$ cat src/rtl/ibus_fetch_pkg.sv
// Shared types and constants for the instruction prefetch unit.
// Bus geometry mirrors the system header values used by the interconnect.
package ibus_fetch_pkg;

  localparam int XLEN        = 32;
  localparam int BUS_WIDTH   = 32;
  localparam int BUS_ACC_CNT = 3;
  localparam int ACC_W       = $clog2(BUS_ACC_CNT);

  localparam logic [ACC_W-1:0] BUS_ACC_4B     = ACC_W'(2);
  localparam logic [XLEN-1:0]  RESET_ADDR_DEF = '0;

  typedef struct packed {
    logic [XLEN-1:0]      pc;
    logic [BUS_WIDTH-1:0] instr;
    logic                 fault;
  } fetch_entry_t;

  function automatic logic [XLEN-1:0] word_align(input logic [XLEN-1:0] a);
    return a & ~XLEN'(3);
  endfunction

  // Wraps modulo 2^XLEN by plain truncation.
  function automatic logic [XLEN-1:0] next_pc(input logic [XLEN-1:0] a);
    return a + XLEN'(4);
  endfunction

endpackage

$ cat src/rtl/sync_fifo.sv
// Shift-register FIFO: entry 0 is the registered head, flush empties it in one edge.
// Push into a full FIFO without a pop is the caller's responsibility to avoid.
module sync_fifo #(
  parameter int WIDTH = 8,
  parameter int DEPTH = 4
) (
  input  logic                       clk,
  input  logic                       rstn,
  input  logic                       i_push,
  input  logic [WIDTH-1:0]           i_wdata,
  input  logic                       i_pop,
  input  logic                       i_flush,
  output logic [$clog2(DEPTH+1)-1:0] o_count,
  output logic [WIDTH-1:0]           o_head,
  output logic                       o_valid
);

  localparam int CW = $clog2(DEPTH+1);

  logic [DEPTH-1:0][WIDTH-1:0] r_mem;
  logic [DEPTH-1:0][WIDTH-1:0] w_mem_nxt;
  logic [CW-1:0]               r_count;
  logic [CW-1:0]               w_count_nxt;
  logic [CW-1:0]               w_wpos;
  logic                        w_pop;
  logic                        r_valid;

  assign w_pop  = i_pop & (r_count != '0);
  // Write slot accounts for the shift caused by a simultaneous pop.
  assign w_wpos = r_count - CW'(w_pop);

  always_comb begin
    w_mem_nxt = w_pop ? (r_mem >> WIDTH) : r_mem;
    for (int i = 0; i < DEPTH; i++) begin
      if (i_push && (w_wpos == CW'(i))) begin
        w_mem_nxt[i] = i_wdata;
      end
    end
  end

  always_comb begin
    w_count_nxt = r_count + CW'(i_push) - CW'(w_pop);
    if (i_flush) begin
      w_count_nxt = '0;
    end
  end

  always_ff @(posedge clk or negedge rstn) begin
    if (!rstn) begin
      r_mem   <= '0;
      r_count <= '0;
      r_valid <= 1'b0;
    end else begin
      if (!i_flush) begin
        r_mem <= w_mem_nxt;
      end
      r_count <= w_count_nxt;
      r_valid <= (w_count_nxt != '0);
    end
  end

  assign o_count = r_count;
  assign o_head  = r_mem[0];
  assign o_valid = r_valid;

endmodule

$ cat src/rtl/ibus_fetch.sv
// Instruction prefetch: sequential word fetch into a small FIFO, with redirect,
// in-flight response discard and fault tagging.
module ibus_fetch
  import ibus_fetch_pkg::*;
#(
  parameter int              FIFO_DEPTH = 4,
  parameter logic [XLEN-1:0] RESET_ADDR = RESET_ADDR_DEF
) (
  input  logic                 clk,
  input  logic                 rstn,
  output logic                 m_req,
  output logic [XLEN-1:0]      m_addr,
  output logic                 m_w_rb,
  output logic [ACC_W-1:0]     m_acc,
  output logic [BUS_WIDTH-1:0] m_wdata,
  input  logic                 m_resp,
  input  logic [BUS_WIDTH-1:0] m_rdata,
  input  logic                 bus_fault,
  input  logic                 redir_valid,
  input  logic [XLEN-1:0]      redir_addr,
  output logic                 out_valid,
  input  logic                 out_ready,
  output logic [BUS_WIDTH-1:0] out_instr,
  output logic [XLEN-1:0]      out_pc,
  output logic                 out_fault
);

  localparam int CW = $clog2(FIFO_DEPTH+1);

  typedef enum logic [1:0] {S_FETCH, S_STALL, S_DRAIN, S_HALT} state_t;

  state_t          r_state;
  state_t          w_state_nxt;
  logic            r_req;
  logic            w_req_nxt;
  logic [XLEN-1:0] r_addr;
  logic [XLEN-1:0] w_addr_nxt;
  logic [XLEN-1:0] r_pend;
  logic [XLEN-1:0] w_pend_nxt;
  logic [XLEN-1:0] w_redir_pc;
  logic            w_done;
  logic            w_pop;
  logic            w_push;
  logic            w_room;
  logic            w_fifo_valid;
  logic [CW-1:0]   w_count;
  logic [CW:0]     w_cnt_after;
  fetch_entry_t    w_wentry;
  fetch_entry_t    w_head;

  assign w_done     = r_req & (m_resp | bus_fault);
  assign w_pop      = out_ready & w_fifo_valid;
  assign w_redir_pc = word_align(redir_addr);
  // Only a live (non-stale, non-redirected) completion lands in the buffer.
  assign w_push     = ~redir_valid & (r_state == S_FETCH) & w_done;

  assign w_wentry.pc    = r_addr;
  assign w_wentry.instr = bus_fault ? '0 : m_rdata;
  assign w_wentry.fault = bus_fault;

  // Occupancy after this edge decides whether another request may be raised.
  assign w_cnt_after = {1'b0, w_count} + (CW+1)'(w_push) - (CW+1)'(w_pop);
  assign w_room      = (w_cnt_after < (CW+1)'(FIFO_DEPTH));

  always_comb begin
    w_state_nxt = r_state;
    w_addr_nxt  = r_addr;
    w_pend_nxt  = r_pend;
    if (redir_valid) begin
      if (r_req && !w_done) begin
        w_state_nxt = S_DRAIN;
        w_pend_nxt  = w_redir_pc;
      end else begin
        w_state_nxt = S_FETCH;
        w_addr_nxt  = w_redir_pc;
      end
    end else begin
      case (r_state)
        S_FETCH: begin
          if (w_done) begin
            if (bus_fault) begin
              w_state_nxt = S_HALT;
            end else begin
              w_addr_nxt  = next_pc(r_addr);
              w_state_nxt = w_room ? S_FETCH : S_STALL;
            end
          end
        end
        S_STALL: begin
          if (w_room) begin
            w_state_nxt = S_FETCH;
          end
        end
        S_DRAIN: begin
          if (w_done) begin
            w_state_nxt = S_FETCH;
            w_addr_nxt  = r_pend;
          end
        end
        default: begin
          w_state_nxt = r_state;
        end
      endcase
    end
    w_req_nxt = (w_state_nxt == S_FETCH) || (w_state_nxt == S_DRAIN);
  end

  always_ff @(posedge clk or negedge rstn) begin
    if (!rstn) begin
      r_state <= S_FETCH;
      r_req   <= 1'b0;
      r_addr  <= RESET_ADDR;
      r_pend  <= RESET_ADDR;
    end else begin
      r_state <= w_state_nxt;
      r_req   <= w_req_nxt;
      r_addr  <= w_addr_nxt;
      r_pend  <= w_pend_nxt;
    end
  end

  sync_fifo #(
    .WIDTH ($bits(fetch_entry_t)),
    .DEPTH (FIFO_DEPTH)
  ) u_fifo (
    .clk     (clk),
    .rstn    (rstn),
    .i_push  (w_push),
    .i_wdata (w_wentry),
    .i_pop   (w_pop),
    .i_flush (redir_valid),
    .o_count (w_count),
    .o_head  (w_head),
    .o_valid (w_fifo_valid)
  );

  assign m_req     = r_req;
  assign m_addr    = r_addr;
  assign m_w_rb    = 1'b0;
  assign m_acc     = BUS_ACC_4B;
  assign m_wdata   = '0;
  assign out_valid = w_fifo_valid;
  assign out_instr = w_head.instr;
  assign out_pc    = w_head.pc;
  assign out_fault = w_head.fault;

endmodule

$ cat config.mk
export PLATFORM = sky130hd
export DESIGN_NAME = ibus_fetch
export DESIGN_NICKNAME = d
export VERILOG_FILES = /design/src/rtl/ibus_fetch_pkg.sv /design/src/rtl/sync_fifo.sv /design/src/rtl/ibus_fetch.sv
export SDC_FILE = /design/constraint.sdc
export NUM_CORES = 1
export LEC_CHECK = 0
export CAP_MARGIN = 20
export CORE_MARGIN = 1.5
export CORE_UTILIZATION = 35
export CTS_BUF_LIST = sky130_fd_sc_hd__clkbuf_16
export DETAILED_ROUTE_END_ITERATION = 10
export PLACE_DENSITY = 0.65
export RECOVER_POWER = 100
export SKIP_CTS_REPAIR_TIMING = 1
export SKIP_LAST_GASP = 1
export SLEW_MARGIN = 40
export SYNTH_ARGS = -nofsm -noshare
export SYNTH_HDL_FRONTEND = slang
export SYNTH_HIERARCHICAL = 1
export SYNTH_SLANG_ARGS = --single-unit
$ cat constraint.sdc
create_clock -name clk -period 6.45 [get_ports clk]
set_input_delay 0.645 -clock clk [delete_from_list [all_inputs] [get_ports clk]]
set_output_delay 0.645 -clock clk [all_outputs]
set_load 0.05 [all_outputs]
==> impl_metrics.ini, run 1 <==
[timing]
final.min_clock_period_ps = 4865
fmax_ghz = 0.2055
rsz0062_at_grt = false
holdWs_ps = 102.4
maxSlewViolCount = 274
hold_viol = 0
fin_crit_sh_pct = 75.43
setup_violations = 0
relSlewSlack_pct = -146.0
clock-skew-final_ps = 29.95
tightest_slew_ps = 3691
tns_ps = 0

[yosys]
synth_cells = 1507
synth_flop_cell = dfrtp_1
synth_top_area_cell = dfrtp_1
netlist_area_sq_um = 16030
async_flop_share_pct = 100.0
yosysWarnings = 6
ys_types = 67
ys_seq_area_share_pct = 51.05
yosys-top-cells-area = dfrtp_1 51%, o221a_1 8.7%, buf_4 6.7%
yosysTopAreaCellShare_pct = 51.05
synth_edf_count = 0
ys_ff_latch = 327
syn_avg_cell_area_sq_um = 10.64

[outcome]
status = finished with violations
violations = max-capacitance violations, max-slew violations

[clock_tree]
cts_root_buf = clkbuf_16
h-tree-depth = 2
cts.sinks = 327
numCtsBuffers = 39
cts_tree = built
cts.reportedPaths.clkPinSlew_ps = 60
insertion_delay_ps = 560
cts_buffer_depth = 3

[final_layout]
drive_above_1_share_pct = 11.92
areaGrowthSynthToFinish_pct = 15.68
nNetsFinal = 1612
antenna_cells = 0
fillers = 4369

[detailed_routing]
drt_iter0_drc = 1091
antenna_left = 0
routed_wl_microns = 45730
drc = 0
num_vias = 11890
via_per_inst = 5.504
dr.pass1.iters = 5
wire_per_inst_microns = 21.16

[run]
maxCapViolations = 8

[critical_path]
arrival_ps = 5340
crit_type = primary input to register
crit_fanout = 46
crit_path_end_kind = register
worst_ep_required_time_ps = 6930
critPathLaunchType = primary input
worstReg2RegStart = u_fifo/o_count[2]
critical_path.startpoint = out_ready

[floorplan]
fp.dieH_microns = 217.0
die_x_microns = 217.0
start_util_pct = 35.39
num_rows = 78
pin_count = 204
core_area_sq_um = 45280
die_area_sq_um = 47090

[global_route]
grt_usage_pct = 19.46
grt_max_degree = 94
antenna_found_initial = 1
grt_pass1_wl_microns = 71930
grt_pass1_vias = 12180
grt_overflow = 0

[place]
gp_congestion = 0.8363
portBuffers = 164
hpwl_microns = 27510

[min_path]
min_path_type = primary input to asynchronous set/reset pin

[pwr]
ir_worst_vdd_mv = 0.2458
p_per_area_nw_per_um2 = 518.5
leakage_nw = 7.433
-- state kept, by name, summed over array words and instances (netlist names) --
name,cells
u_fifo/o_count,3
m_addr,30
r_state,2
m_req,1
u_fifo/o_head,65
u_fifo/r_mem,195
r_pend,30
u_fifo/o_valid,1
-- critical path: stages --
cell           delay (ps)
dlygate4sd3_1         520
and2_0                310
nor2b_1               190
ha_1                  230
inv_1                  60
ha_1                  380
o41ai_1               470
clkbuf_1             2040
o221a_2               470
-- cell families after synthesis --
group	Yosys count	share of synthesized area [%]
AO/OA/AOI/OAI	391	22.28
XOR/XNOR	9	0.5386
adder cells (fa/ha/maj)	9	0.7494
buffers and inverters	265	9.930
flip-flops	327	51.05
multiplexers	32	2.225
other	2	0.04686
AND/OR/NAND/NOR	472	13.18
-- cells in the final DEF (no fill, tap or decap), drive strengths merged, types with 37 or more instances in the layout --
| master | count |
|---|---|
| clkbuf | 48 |
| dlygate4sd3 | 98 |
| dfrtp | 327 |
| nor2b | 37 |
| nand2 | 250 |
| nor2 | 101 |
| conb | 41 |
| o221a | 195 |
| a22o | 66 |
| clkdlybuf4s50 | 63 |
| o21ai | 49 |
-- stage by stage --
| step | total power [mW] | instance area [sq um] | utilization, % | setup slack [ps] | instances |
|---|---|---|---|---|---|
| floorplan | 6.786 | 16170 | - | 3772 | 1546 |
| global placement | 7.621 | 17330 | 38.27 | 2190 | 2087 |
| detailed placement | 7.769 | 17470 | 38.57 | 2323 | 2092 |
| CTS | 9.849 | 18640 | 41.16 | 2883 | 2161 |
| global route | 10.13 | 18540 | 40.94 | 1342 | 2161 |
| finish | 9.613 | 18540 | 40.94 | 1585 | 2161 |
-- synth_stat cells (all sizes together), types with 4 or more instances --
library cell,number
mux2,29
xnor2,4
a31oi,9
ha,8
nand4,7
and4,8
buf,200
nor3,9
a211oi,5
a21oi,32
o2bb2ai,6
nand2,250
nand2b,8
nor2b,37
inv,18
dfrtp,327
nand3,17
and3,17
clkbuf,47
a22o,66
o221a,195
nor2,101
and2,6
xor2,5
o21ai,49
-- final cells by class --
cell class / count / area [sq um] / share of cell area (%)
Clock inverter: 29 / 171.4 / 0.9245
Sequential cell: 327 / 8183 / 44.14
Tap cell: 600 / 750.7 / 4.049
Inverter: 18 / 67.56 / 0.3644
Clock buffer: 40 / 1001 / 5.399
Multi-Input combinational cell: 954 / 6432 / 34.69
Timing Repair Buffer: 193 / 1934 / 10.43
-- where the power goes --
part           internal, mW  leakage [nW]  switching (mW)  total [mW]
logic                  1.58          2.84            2.29        3.87
clock network          1.16         0.610           0.875        2.04
registers              2.94          3.98           0.765        3.70
total                  5.68          7.43            3.93        9.61
-- worst paths after layout --
kind                       cells past startpoint  slack [ps]                 to
min reg2reg                                    1         490          r_pend[8]
max reg2reg                                    8        1800   u_fifo/r_mem[66]
max                                            9        1580   u_fifo/r_mem[66]
min                                            1         100  u_fifo/o_head[11]
max in group asynchronous                      2        2370         m_addr[12]
min in group clk                               1         490          r_pend[8]
-- metal layers --
| metal | vias up | GRT usage [%] | wire length, microns | share of wire [%] |
|---|---|---|---|---|
| met4 | 0 | 5.764 | 901 | 2.0 |
| met2 | 398 | 32.06 | 21840 | 48 |
| met3 | 50 | 3.788 | 2703 | 5.9 |
| met1 | 6041 | 25.91 | 20280 | 44 |
| met5 | - | 0 | 0 | 0 |
| li1 | 5405 | - | - | - |
No activity file was read; power rests on OpenSTA's default activity.
==> inputs of run 2 (changes only) <==
==> constraint.sdc (replaced) <==
create_clock -name clk -period 4.5 [get_ports clk]
set_input_delay 0.45 -clock clk [delete_from_list [all_inputs] [get_ports clk]]
set_output_delay 0.45 -clock clk [all_outputs]
set_load 0.05 [all_outputs]
==> impl_metrics.ini, run 2 (synthesis gave the netlist of run 1 again) <==
[pwr]
leakage_nw = 7.492
p_per_area_nw_per_um2 = 742.4
ir_worst_vdd_mv = 0.4620
finalPower_mw = 13.84

[final_layout]
antenna_cells = 0
finalNonFillerCells = 2167
largest_reg_flops = 195
seqCellArea_sq_um = 8183
regMostFlops = u_fifo/r_mem
areaGrowthSynthToFinish_pct = 16.27
drive_above_1_share_pct = 12.44
multiInputGateArea_sq_um = 6451
fillers = 4336
final_cell_area_sq_um = 18640
final_common_cell = dfrtp_1
final_cell_mix = 327 x dfrtp_1, 250 x nand2_1, 124 x o221a_1
finalCoreUtilization_pct = 41.15
nNetsFinal = 1621

[clock_tree]
cts_buffer_depth = 3
cts.reportedPaths.clkPinSlew_ps = 60
cts_root_buf = clkbuf_16
cts.sinks = 327
insertion_delay_ps = 540
h-tree-depth = 2
numCtsBuffers = 39
cts_tree = built

[timing]
holdWs_ps = 482.1
hold_viol = 0
setup_violations = 0
maxSlewViolCount = 90
rsz0062_at_grt = false
clock-skew-final_ps = 20.51
tightest_slew_ps = 2893
fin_crit_sh_pct = 82.25
tns_ps = 0
setup_ws_ps = 798.9
final.min_clock_period_ps = 3701
relSlewSlack_pct = -92.87
fmax_ghz = 0.2702

[global_route]
grt_pass1_wl_microns = 70380
grt_usage_pct = 19.09
antenna_found_initial = 0
grt_max_degree = 82
grt_overflow = 0
grt_pass1_vias = 12070

[detailed_routing]
wire_per_inst_microns = 20.84
dr_wl_met2_microns = 21340
antenna_left = 0
wl_met3_microns = 2737
wl_met1_microns = 19910
drc = 0
routed_wl_microns = 45160
num_vias = 11950
drt_iter0_drc = 968
dr.max_layer_used = met4
via_per_inst = 5.515
dr.pass1.iters = 5

[min_path]
min_path_type = register to register

[place]
portBuffers = 164
gp_congestion = 0.8274
place_area_sq_um = 17520
place_ws_ps = 905.4
place_inst = 2100
hpwl_microns = 27840

[floorplan]
core_area_sq_um = 45280
start_util_pct = 35.39
die_area_sq_um = 47090
pin_count = 204
fp.dieH_microns = 217.0
die_x_microns = 217.0
num_rows = 78

[critical_path]
arrival_ps = 4170
crit_type = register to register
crit_fanout = 22
worst_ep_required_time_ps = 4970
critPathLaunchType = register
crit_path_end_kind = register

[outcome]
violations = max-capacitance violations, max-slew violations
status = finished with violations

[run]
maxCapViolations = 2
run 2: cell types whose count changed in the layout (fill, tap and decap cells not counted), moves of 2 or more:
| cell | change |
|---|---|
| buf_4 | +9 |
| buf_6 | -4 |
| nor3_1 | +2 |
| nor3_2 | -2 |
| buf_16 | -2 |
| buf_8 | -2 |
| bufinv_16 | +2 |
| buf_12 | +6 |
| inv_1 | +3 |
| clkinv_1 | -5 |
| clkbuf_2 | +3 |
run 2: layer usage:
layer,GRT usage (%),vias up
met1,25.59,6073
met3,3.634,72
met2,30.93,394
met5,0,-
li1,-,5413
met4,6.481,0
run 2: worst max-delay path, cell delays in order (launching register included):
cell      delay [ps]
dfrtp_1          480
nor3_1           390
nor2b_1           90
ha_1             240
ha_1             220
xor2_2           140
buf_4            180
nor3_1           190
nand2b_1         970
buf_4            460
o221a_2          250
run 2: area by class of cell:
| type | instances | area share (%) |
|---|---|---|
| Clock buffer | 39 | 5.237 |
| Clock inverter | 27 | 1.068 |
| Inverter | 18 | 0.3626 |
| Multi-Input combinational cell | 954 | 34.62 |
| Sequential cell | 327 | 43.91 |
| Tap cell | 600 | 4.028 |
| Timing Repair Buffer | 202 | 10.78 |
run 2: path summary, 6_finish.rpt:
check / startpoint / to / slack (ps) / cells after the start
worst max-delay path: u_fifo/o_count[2] / u_fifo/o_head[37] / 800 / 10
worst min-delay path: r_pend[13] / r_pend[13] / 480 / 1
worst max register to register: u_fifo/o_count[2] / u_fifo/o_head[37] / 800 / 10
worst min register to register: r_pend[13] / r_pend[13] / 480 / 1
max in group asynchronous: rstn / m_addr[5] / 1220 / 4
min in group asynchronous: rstn / u_fifo/o_head[8] / 1400 / 2
run 2: power breakdown:
| part | leakage, nW | switching [mW] | internal [mW] |
|---|---|---|---|
| combinational | 2.89 | 3.26 | 2.29 |
| clock | 0.623 | 1.23 | 1.74 |
| sequential | 3.98 | 1.11 | 4.21 |
| total | 7.49 | 5.60 | 8.23 |
==> inputs of run 3 (changes only) <==
==> constraint.sdc (replaced) <==
create_clock -name clk -period 3.6 [get_ports clk]
set_input_delay 0.36 -clock clk [delete_from_list [all_inputs] [get_ports clk]]
set_output_delay 0.36 -clock clk [all_outputs]
set_load 0.05 [all_outputs]
==> impl_metrics.ini, run 3 (synthesis gave the netlist of run 1 again) <==
[floorplan]
pin_count = 204
die_area_sq_um = 47090
start_util_pct = 35.39
core_area_sq_um = 45280
die_x_microns = 217.0
fp.dieH_microns = 217.0
num_rows = 78

[final_layout]
largest_reg_flops = 195
antenna_cells = 0
regMostFlops = u_fifo/r_mem
drive_above_1_share_pct = 12.75
nNetsFinal = 1620
final_cell_mix = 327 x dfrtp_1, 250 x nand2_1, 124 x o221a_1
final_common_cell = dfrtp_1
areaGrowthSynthToFinish_pct = 16.72

[timing]
setup_violations = 0
fmax_ghz = 0.3169
clock-skew-final_ps = 23.63
fin_crit_sh_pct = 87.65
maxSlewViolCount = 141
tightest_slew_ps = 2649
rsz0062_at_grt = false
relSlewSlack_pct = -76.59
final.min_clock_period_ps = 3156
tns_ps = 0
hold_viol = 0

[global_route]
grt_busiest_layer = met2
grt_overflow = 0
grt_usage_pct = 19.44
grt_max_degree = 98
grt_pass1_wl_microns = 71900
grtUsageMet2_pct = 31.93
grt.met3_usage_pct = 3.382
antenna_found_initial = 0
grt_use_met1_pct = 26.25
grt_pass1_vias = 12210

[detailed_routing]
wire_per_inst_microns = 21.01
routed_wl_microns = 45560
drc = 0
num_vias = 12000
dr.pass1.iters = 5
drt_iter0_drc = 1021
via_per_inst = 5.530
antenna_left = 0

[critical_path]
crit_fanout = 15
crit_type = register to register
crit_path_end_kind = register
arrival_ps = 3620
worst_ep_required_time_ps = 4070
critPathLaunchType = register

[place]
hpwl_microns = 27350
gp_congestion = 0.8182
portBuffers = 164

[pwr]
ir_worst_vdd_mv = 0.4117
clkPwrFrac_pct = 22.2
cell_internal_pwr_mw = 10.43
power_frac_seq_pct = 37.9
leakage_nw = 7.522
p_per_area_nw_per_um2 = 933.2
p_sw_mw = 7.032
comb_power_share_pct = 39.9
finalPower_mw = 17.46
p_sw_share_pct = 40.28

[min_path]
min_path_type = primary input to register

[clock_tree]
cts_tree = built
numCtsBuffers = 38
cts.reportedPaths.clkPinSlew_ps = 60
cts_root_buf = clkbuf_16
h-tree-depth = 2
cts.sinks = 327
insertion_delay_ps = 550
cts_buffer_depth = 3

[outcome]
violations = max-capacitance violations, max-slew violations
status = finished with violations

[run]
maxCapViolations = 3
[run 3: critical path, cell delays in order, from the launching register on]
cell	delay [ps]
dfrtp_1	480
nor3_1	400
nor2b_1	100
ha_1	240
ha_1	220
xor2_2	300
nor4_2	130
nor2_2	670
buf_4	370
a22o_1	170
[run 3: final timing paths]
kind                              startpoint                 to  slack, ps  cells past startpoint
setup / recovery           u_fifo/o_count[2]  u_fifo/r_mem[238]        440                      9
hold / removal                   redir_valid         m_addr[25]        270                      3
setup reg to reg           u_fifo/o_count[2]  u_fifo/r_mem[238]        440                      9
hold reg to reg                   r_pend[13]         r_pend[13]        480                      1
max in group asynchronous               rstn  u_fifo/r_mem[259]        740                      4
min in group asynchronous               rstn  u_fifo/o_head[11]       1200                      2
[run 3: power by group through the flow]
stage,clock network [mW],logic [mW],registers [mW]
after floorplan,0,6.01,6.15
after global placement,0,7.10,6.63
after detailed placement,0,7.23,6.70
after CTS,3.97,7.24,6.65
after global routing,4.11,7.43,6.84
final,3.87,6.97,6.62
[run 3: through the flow]
step / area (sq um) / instances / worst slack [ps] / util [%] / hold WS (ps)
final: 18710 / 2169 / 444.4 / 41.31 / 267.4
after global routing: 18710 / 2169 / 231.7 / 41.31 / 308.6
after CTS: 18750 / 2167 / 620.6 / 41.40 / -131.5
after detailed placement: 17520 / 2099 / 323.1 / 38.69 / 459.2
after global placement: 17510 / 2099 / 333.8 / 38.68 / 449.3
after floorplan: 16170 / 1546 / 922.0 / - / 64.41
[run 3: final cells by class]
cell class              count  area [sq um]
clock buffers              39         975.9
repair buffers            202          2023
well taps                 600         750.7
fillers                  4318         26580
clock inverters            29         252.7
multi-input cells         954          6455
flip-flops and latches    327          8183
inverters                  18         67.56
[run 3: routing by layer]
layer	part of all wire (%)	routed length [microns]
met1	44	20240
met2	48	21770
met3	6.1	2765
met4	1.7	792
met5	0	0
